**src/rtl/alu_pkg.sv**
```systemverilog
// alu_pkg -- shared definitions for the alu_pipe slice.
//   alu_op_e     : ARM data-processing opcode encoding (AND=0 .. MVN=15)
//   FLAG_N..V    : bit positions of each flag inside the 4-bit NZCV vector
//   is_test_op() : true for TST/TEQ/CMP/CMN (flags only, no result write)
package alu_pkg;

  typedef enum logic [3:0] {
    OP_AND = 4'h0,
    OP_EOR = 4'h1,
    OP_SUB = 4'h2,
    OP_RSB = 4'h3,
    OP_ADD = 4'h4,
    OP_ADC = 4'h5,
    OP_SBC = 4'h6,
    OP_RSC = 4'h7,
    OP_TST = 4'h8,
    OP_TEQ = 4'h9,
    OP_CMP = 4'hA,
    OP_CMN = 4'hB,
    OP_ORR = 4'hC,
    OP_MOV = 4'hD,
    OP_BIC = 4'hE,
    OP_MVN = 4'hF
  } alu_op_e;

  localparam int FLAG_N = 3;
  localparam int FLAG_Z = 2;
  localparam int FLAG_C = 1;
  localparam int FLAG_V = 0;

  // TST/TEQ/CMP/CMN occupy opcodes 8..11
  function automatic logic is_test_op(input logic [3:0] op);
    return (op[3:2] == 2'b10);
  endfunction

endpackage

```
**src/rtl/alu_core.sv**
```systemverilog
// alu_core -- purely combinational data-processing unit.
// Ports:
//   opcode           in  : ARM data-processing opcode
//   operand_a        in  : Rn value
//   operand_b        in  : shifted operand2
//   shifter_carry    in  : barrel-shifter carry-out (C for logical ops)
//   set_flags        in  : S bit
//   flags            in  : current NZCV register (carry-in and preserved V)
//   result           out : computed value
//   flags_next       out : NZCV after this op
//   result_writeback out : op writes a destination register
//   nzcv_writeback   out : op updates the flag register
module alu_core
  import alu_pkg::*;
#(
  parameter int WIDTH = 32
) (
  input  logic [3:0]       opcode,
  input  logic [WIDTH-1:0] operand_a,
  input  logic [WIDTH-1:0] operand_b,
  input  logic             shifter_carry,
  input  logic             set_flags,
  input  logic [3:0]       flags,
  output logic [WIDTH-1:0] result,
  output logic [3:0]       flags_next,
  output logic             result_writeback,
  output logic             nzcv_writeback
);

  alu_op_e          op;
  logic [WIDTH-1:0] add_x;
  logic [WIDTH-1:0] add_y;
  logic             add_cin;
  logic             arith;
  logic [WIDTH-1:0] logic_res;
  logic [WIDTH:0]   sum;
  logic             carry;
  logic             ovf;

  assign op = alu_op_e'(opcode);

  // All arithmetic ops share one adder: subtraction is x + ~y + 1, and the
  // borrow-in variants replace the +1 with the flag-register carry, so the
  // adder carry-out is directly the ARM C (NOT borrow) in every case.
  always_comb begin
    add_x     = '0;
    add_y     = '0;
    add_cin   = 1'b0;
    arith     = 1'b0;
    logic_res = '0;
    case (op)
      OP_ADD, OP_CMN: begin add_x = operand_a; add_y = operand_b;  add_cin = 1'b0;          arith = 1'b1; end
      OP_ADC:         begin add_x = operand_a; add_y = operand_b;  add_cin = flags[FLAG_C]; arith = 1'b1; end
      OP_SUB, OP_CMP: begin add_x = operand_a; add_y = ~operand_b; add_cin = 1'b1;          arith = 1'b1; end
      OP_SBC:         begin add_x = operand_a; add_y = ~operand_b; add_cin = flags[FLAG_C]; arith = 1'b1; end
      OP_RSB:         begin add_x = operand_b; add_y = ~operand_a; add_cin = 1'b1;          arith = 1'b1; end
      OP_RSC:         begin add_x = operand_b; add_y = ~operand_a; add_cin = flags[FLAG_C]; arith = 1'b1; end
      OP_AND, OP_TST: logic_res = operand_a & operand_b;
      OP_EOR, OP_TEQ: logic_res = operand_a ^ operand_b;
      OP_ORR:         logic_res = operand_a | operand_b;
      OP_MOV:         logic_res = operand_b;
      OP_BIC:         logic_res = operand_a & ~operand_b;
      OP_MVN:         logic_res = ~operand_b;
      default:        logic_res = '0;
    endcase

    sum    = {1'b0, add_x} + {1'b0, add_y} + {{WIDTH{1'b0}}, add_cin};
    result = arith ? sum[WIDTH-1:0] : logic_res;
    carry  = arith ? sum[WIDTH] : shifter_carry;
    // Signed overflow: both adder inputs agree in sign but the sum does not.
    ovf    = arith ? ((add_x[WIDTH-1] == add_y[WIDTH-1]) && (sum[WIDTH-1] != add_x[WIDTH-1]))
                   : flags[FLAG_V];

    flags_next         = '0;
    flags_next[FLAG_N] = result[WIDTH-1];
    flags_next[FLAG_Z] = (result == '0);
    flags_next[FLAG_C] = carry;
    flags_next[FLAG_V] = ovf;
  end

  assign result_writeback = !is_test_op(opcode);
  assign nzcv_writeback   = is_test_op(opcode) || set_flags;

endmodule

```
**src/rtl/alu_pipe.sv**
```systemverilog
// alu_pipe -- single-stage pipelined ALU with valid/ready handshake and an
// NZCV flag register updated at the acceptance edge.
// Ports:
//   clk, reset                    : clock, asynchronous active-high reset
//   in_valid / in_ready           : operation handshake
//   opcode, operand_a, operand_b  : operation and operands
//   shifter_carry, set_flags      : logical-op carry, S bit
//   flag_wr_en / flag_wr_data     : direct NZCV load (blocks acceptance that cycle)
//   out_valid / out_ready         : result handshake
//   result, result_writeback,
//   nzcv_writeback                : registered result and its qualifiers
//   nzcv                          : current flag register {N,Z,C,V}
module alu_pipe
  import alu_pkg::*;
#(
  parameter int WIDTH = 32
) (
  input  logic             clk,
  input  logic             reset,
  input  logic             in_valid,
  output logic             in_ready,
  input  logic [3:0]       opcode,
  input  logic [WIDTH-1:0] operand_a,
  input  logic [WIDTH-1:0] operand_b,
  input  logic             shifter_carry,
  input  logic             set_flags,
  input  logic             flag_wr_en,
  input  logic [3:0]       flag_wr_data,
  output logic             out_valid,
  input  logic             out_ready,
  output logic [WIDTH-1:0] result,
  output logic             result_writeback,
  output logic             nzcv_writeback,
  output logic [3:0]       nzcv
);

  logic [WIDTH-1:0] core_result;
  logic [3:0]       core_flags;
  logic             core_rwb;
  logic             core_nwb;
  logic             accept;

  // Flags feed the core straight from the register, so an op accepted the
  // cycle after a flag-setting op already sees the updated carry.
  alu_core #(.WIDTH(WIDTH)) u_core (
    .opcode           (opcode),
    .operand_a        (operand_a),
    .operand_b        (operand_b),
    .shifter_carry    (shifter_carry),
    .set_flags        (set_flags),
    .flags            (nzcv),
    .result           (core_result),
    .flags_next       (core_flags),
    .result_writeback (core_rwb),
    .nzcv_writeback   (core_nwb)
  );

  // A direct flag write owns the flag register for its cycle, so no op may
  // be accepted alongside it.
  assign in_ready = (!out_valid || out_ready) && !flag_wr_en;
  assign accept   = in_valid && in_ready;

  always_ff @(posedge clk or posedge reset) begin
    if (reset) begin
      out_valid        <= 1'b0;
      result           <= '0;
      result_writeback <= 1'b0;
      nzcv_writeback   <= 1'b0;
    end else if (accept) begin
      out_valid        <= 1'b1;
      result           <= core_result;
      result_writeback <= core_rwb;
      nzcv_writeback   <= core_nwb;
    end else if (out_ready) begin
      out_valid        <= 1'b0;
    end
  end

  always_ff @(posedge clk or posedge reset) begin
    if (reset) begin
      nzcv <= 4'b0000;
    end else if (flag_wr_en) begin
      nzcv <= flag_wr_data;
    end else if (accept && core_nwb) begin
      nzcv <= core_flags;
    end
  end

endmodule

```
**config.mk**
```make
export PLATFORM = sky130hd
export DESIGN_NAME = alu_pipe
export DESIGN_NICKNAME = d
export VERILOG_FILES = /design/src/rtl/alu_pkg.sv /design/src/rtl/alu_core.sv /design/src/rtl/alu_pipe.sv
export SDC_FILE = /design/constraint.sdc
export NUM_CORES = 1
export LEC_CHECK = 0
export CORE_MARGIN = 2
export CORE_UTILIZATION = 55
export CTS_CLUSTER_DIAMETER = 40
export CTS_CLUSTER_SIZE = 16
export DETAILED_ROUTE_END_ITERATION = 12
export GPL_ROUTABILITY_DRIVEN = 0
export MAX_ROUTING_LAYER = met4
export PLACE_DENSITY = 0.82
export SYNTH_ARGS = -nofsm -noshare
export SYNTH_HDL_FRONTEND = slang
export SYNTH_HIERARCHICAL = 1
export SYNTH_SLANG_ARGS = --single-unit
```
**constraint.sdc**
```tcl
create_clock -name clk -period 5.1 [get_ports clk]
set_input_delay 0.765 -clock clk [delete_from_list [all_inputs] [get_ports clk]]
set_output_delay 0.765 -clock clk [all_outputs]
set_load 0.005 [all_outputs]
```
==> run summary <==
Worst Setup Path Type -> in -> reg
Worst slew margin -> 36.2%
Die Span X -> 117 um
post-route cell area -> 9010 sq um
CTS Sinks -> 39
most frequent cells in the layout -> nand2_1, clkdlybuf4s50_1, buf_4, inv_1, a21oi_1
Peak Freq -> 216 MHz
RSZ-0062 raised after global routing -> no
number of diodes -> 0
clk_skew -> 0.00427 ns
NumNets Final -> 1251
fill cell count -> 1000
Worst path slowest cell -> fa_1
Worst Slack Setup Final -> 0.462 ns
fin crit share -> 91.0%
number of global-route vias before repair -> 7313
first-pass GRT wire length -> 37600 um
met1 Resource Use GR -> 45.8%
Initial DRT Pass Iterations -> 6
cell taking the most area after synthesis -> dfrtp_1
FFs w/ async S/R, synth -> 100%
Hold WS -> 0.505 ns
initial core utilization -> 56.0%
Tot Pwr -> 1.99 mW
die area -> 13700 sq um
Cell Area, Placed -> 8800 sq um
pre-CTS WS -> -0.125 ns
TritonCTS clock tree -> done
commonest register cell after synthesis -> dfrtp_1
Peak VDD IR -> 0.176 mV
number of distinct library cells after synthesis -> 86
worst-path maximum fanout -> 34
Period minus WS final -> 4.64 ns
Max clock buf depth -> 2
worst hold path class -> reg -> reg
drt initial violations -> 803
gr busiest metal -> met2
Rows -> 41
layout cell share with drive strength beyond 1 -> 15.0%
largest net degree at the start of global routing -> 63
power per cell area -> 221 nW/um^2
Final Hold Viols -> 0
PortBufs -> 118
core area -> 12600 sq um
Critical Path RT -> 5.28 ns
gr usage total -> 35.2%
FF+latch area -> 976 sq um
CTS clk-pin slew, worst paths -> 0.06 ns
total gr overflow -> 0
vias per cell -> 6.37
Ports -> 119
Pleak -> 4.01 nW
DP Wirelength -> 17900 um
Crit. End Element -> flop
Max Cap Viol -> 0
Worst-Margin Slew -> 0.945 ns
wire per inst -> 18.5 um
Cell Area, Synth -> 7040 sq um
Multi-input gate area -> 5430 sq um
H-Tree Depth -> 2
initial antenna violation count -> 0
met2 usage -> 53.8%
post-synthesis area per instance -> 7.29 sq um
synth top area cells -> dfrtp_1, ha_1, nand2_1
final slew viol count -> 0
DRT antenna net count -> 0
Root Driver -> clkbuf_16
Die Y-Extent -> 117 um
cell count after synthesis -> 966
post-synthesis sequential area ratio -> 13.9%
Final Routed Wirelength -> 23700 um
DRC violations left -> 0
CTS Buf Count -> 5
worst-skew pair later-pin latency -> 0.29 ns
CP startpoint kind -> input pin
cell chain of the critical path -> buf_2 > buf_4 > nand2_1 > nor2_1 > a21oi_1 > fa_1 > inv_1 > fa_1 > a21o_1 > nand4_1 > a21oi_2 > a211oi_2 > and3b_1 > buf_4 > nor2_1 > a2111o_1 > or4_4 > nor4_2 > nand4_1 > o311ai_1
commonest non-fill, non-tap cell in the layout -> nand2_1
syn nets -> 1110
Post-synth EDFFs -> 0
cts hold-fix bufs -> 0
final setup violation count -> 0
slowest cell delay on critical path -> 0.48 ns
synth warn -> 6
met3 Track Usage GR -> 5.61%
Area Growth Syn to Fin -> 28.0%
setup TNS -> 0 ns
vias -> 8155
Yosys top cell area share -> 13.9%
Critical Path AT -> 4.82 ns
status -> complete, no violations
Yosys reg bits -> 39
[per-stage QoR]
| stage | cells | utilization [%] |
|---|---|---|
| floorplan | 966 | - |
| global placement | 1272 | 70.0 |
| detailed placement | 1272 | 70.0 |
| CTS | 1280 | 71.5 |
| global route | 1280 | 71.7 |
| finish | 1280 | 71.7 |
[power by group]
group          leakage, nW  total (mW)  internal, mW  switching, mW
Clock               0.0911       0.402         0.280          0.122
Combinational         3.44        1.14         0.585          0.553
Sequential           0.478       0.449         0.393         0.0560
[per-layer routing]
layer	vias up	routed length, um
li1	3851	-
met1	3734	9750
met2	487	10600
met3	83	2230
met4	0	1110
met5	-	0
[final timing paths]
path	cells past startpoint	from	slack, ns	endpoint
max in group asynchronous	3	reset	3.85	result[23]
min reg2reg	1	result[23]	0.51	result[23]
min in group asynchronous	3	reset	0.89	result[3]
max	20	opcode[0]	0.46	nzcv[2]
max reg2reg	17	nzcv[1]	0.95	nzcv[2]
min	1	result[23]	0.51	result[23]
[cell usage after synthesis, types with 22 or more instances]
cell type / count
ha_1: 63
nor3_1: 27
o221ai_1: 36
dfrtp_1: 39
nor2_1: 43
xnor2_1: 23
o22ai_1: 22
clkbuf_1: 42
a21oi_1: 68
o21ai_0: 63
inv_1: 80
nand2_1: 129
[timing repair]
item / CTS / global route
endpoints found under the setup margin: 0 / 1
buffers inserted: 0 / 0
resized for setup: 0 / 6
[cell families after synthesis]
group / after synthesis / share of synthesized area, %
flip-flops: 39 / 13.9
AND/OR/NAND/NOR: 297 / 20.6
multiplexers: 43 / 7.60
AO/OA/AOI/OAI: 321 / 31.3
XOR/XNOR: 44 / 5.47
buffers and inverters: 157 / 9.33
adder cells (fa/ha/maj): 65 / 11.8
[sequential cells by signal, summed over array words and instances, names as in the netlist]
register          count
result               32
nzcv                  4
nzcv_writeback        1
out_valid             1
result_writeback      1
[layout make-up]
type / instances / area share [%]
tap: 172 / 2.39
clock inverter: 2 / 0.666
multi-input combinational: 770 / 60.3
clock buffer: 6 / 1.43
inverter: 81 / 3.37
sequential: 39 / 10.8
timing repair buffer: 210 / 21.0
[worst max-delay path: cells and delay by family]
kind	cells	cell delay [ns]
and+or+nand+nor	8	1.63
adders and majority gates	2	0.67
AOI/OAI and AO/OA	6	1.07
buffers and inverters	4	0.69
No activity file was read; power rests on OpenSTA's default activity.
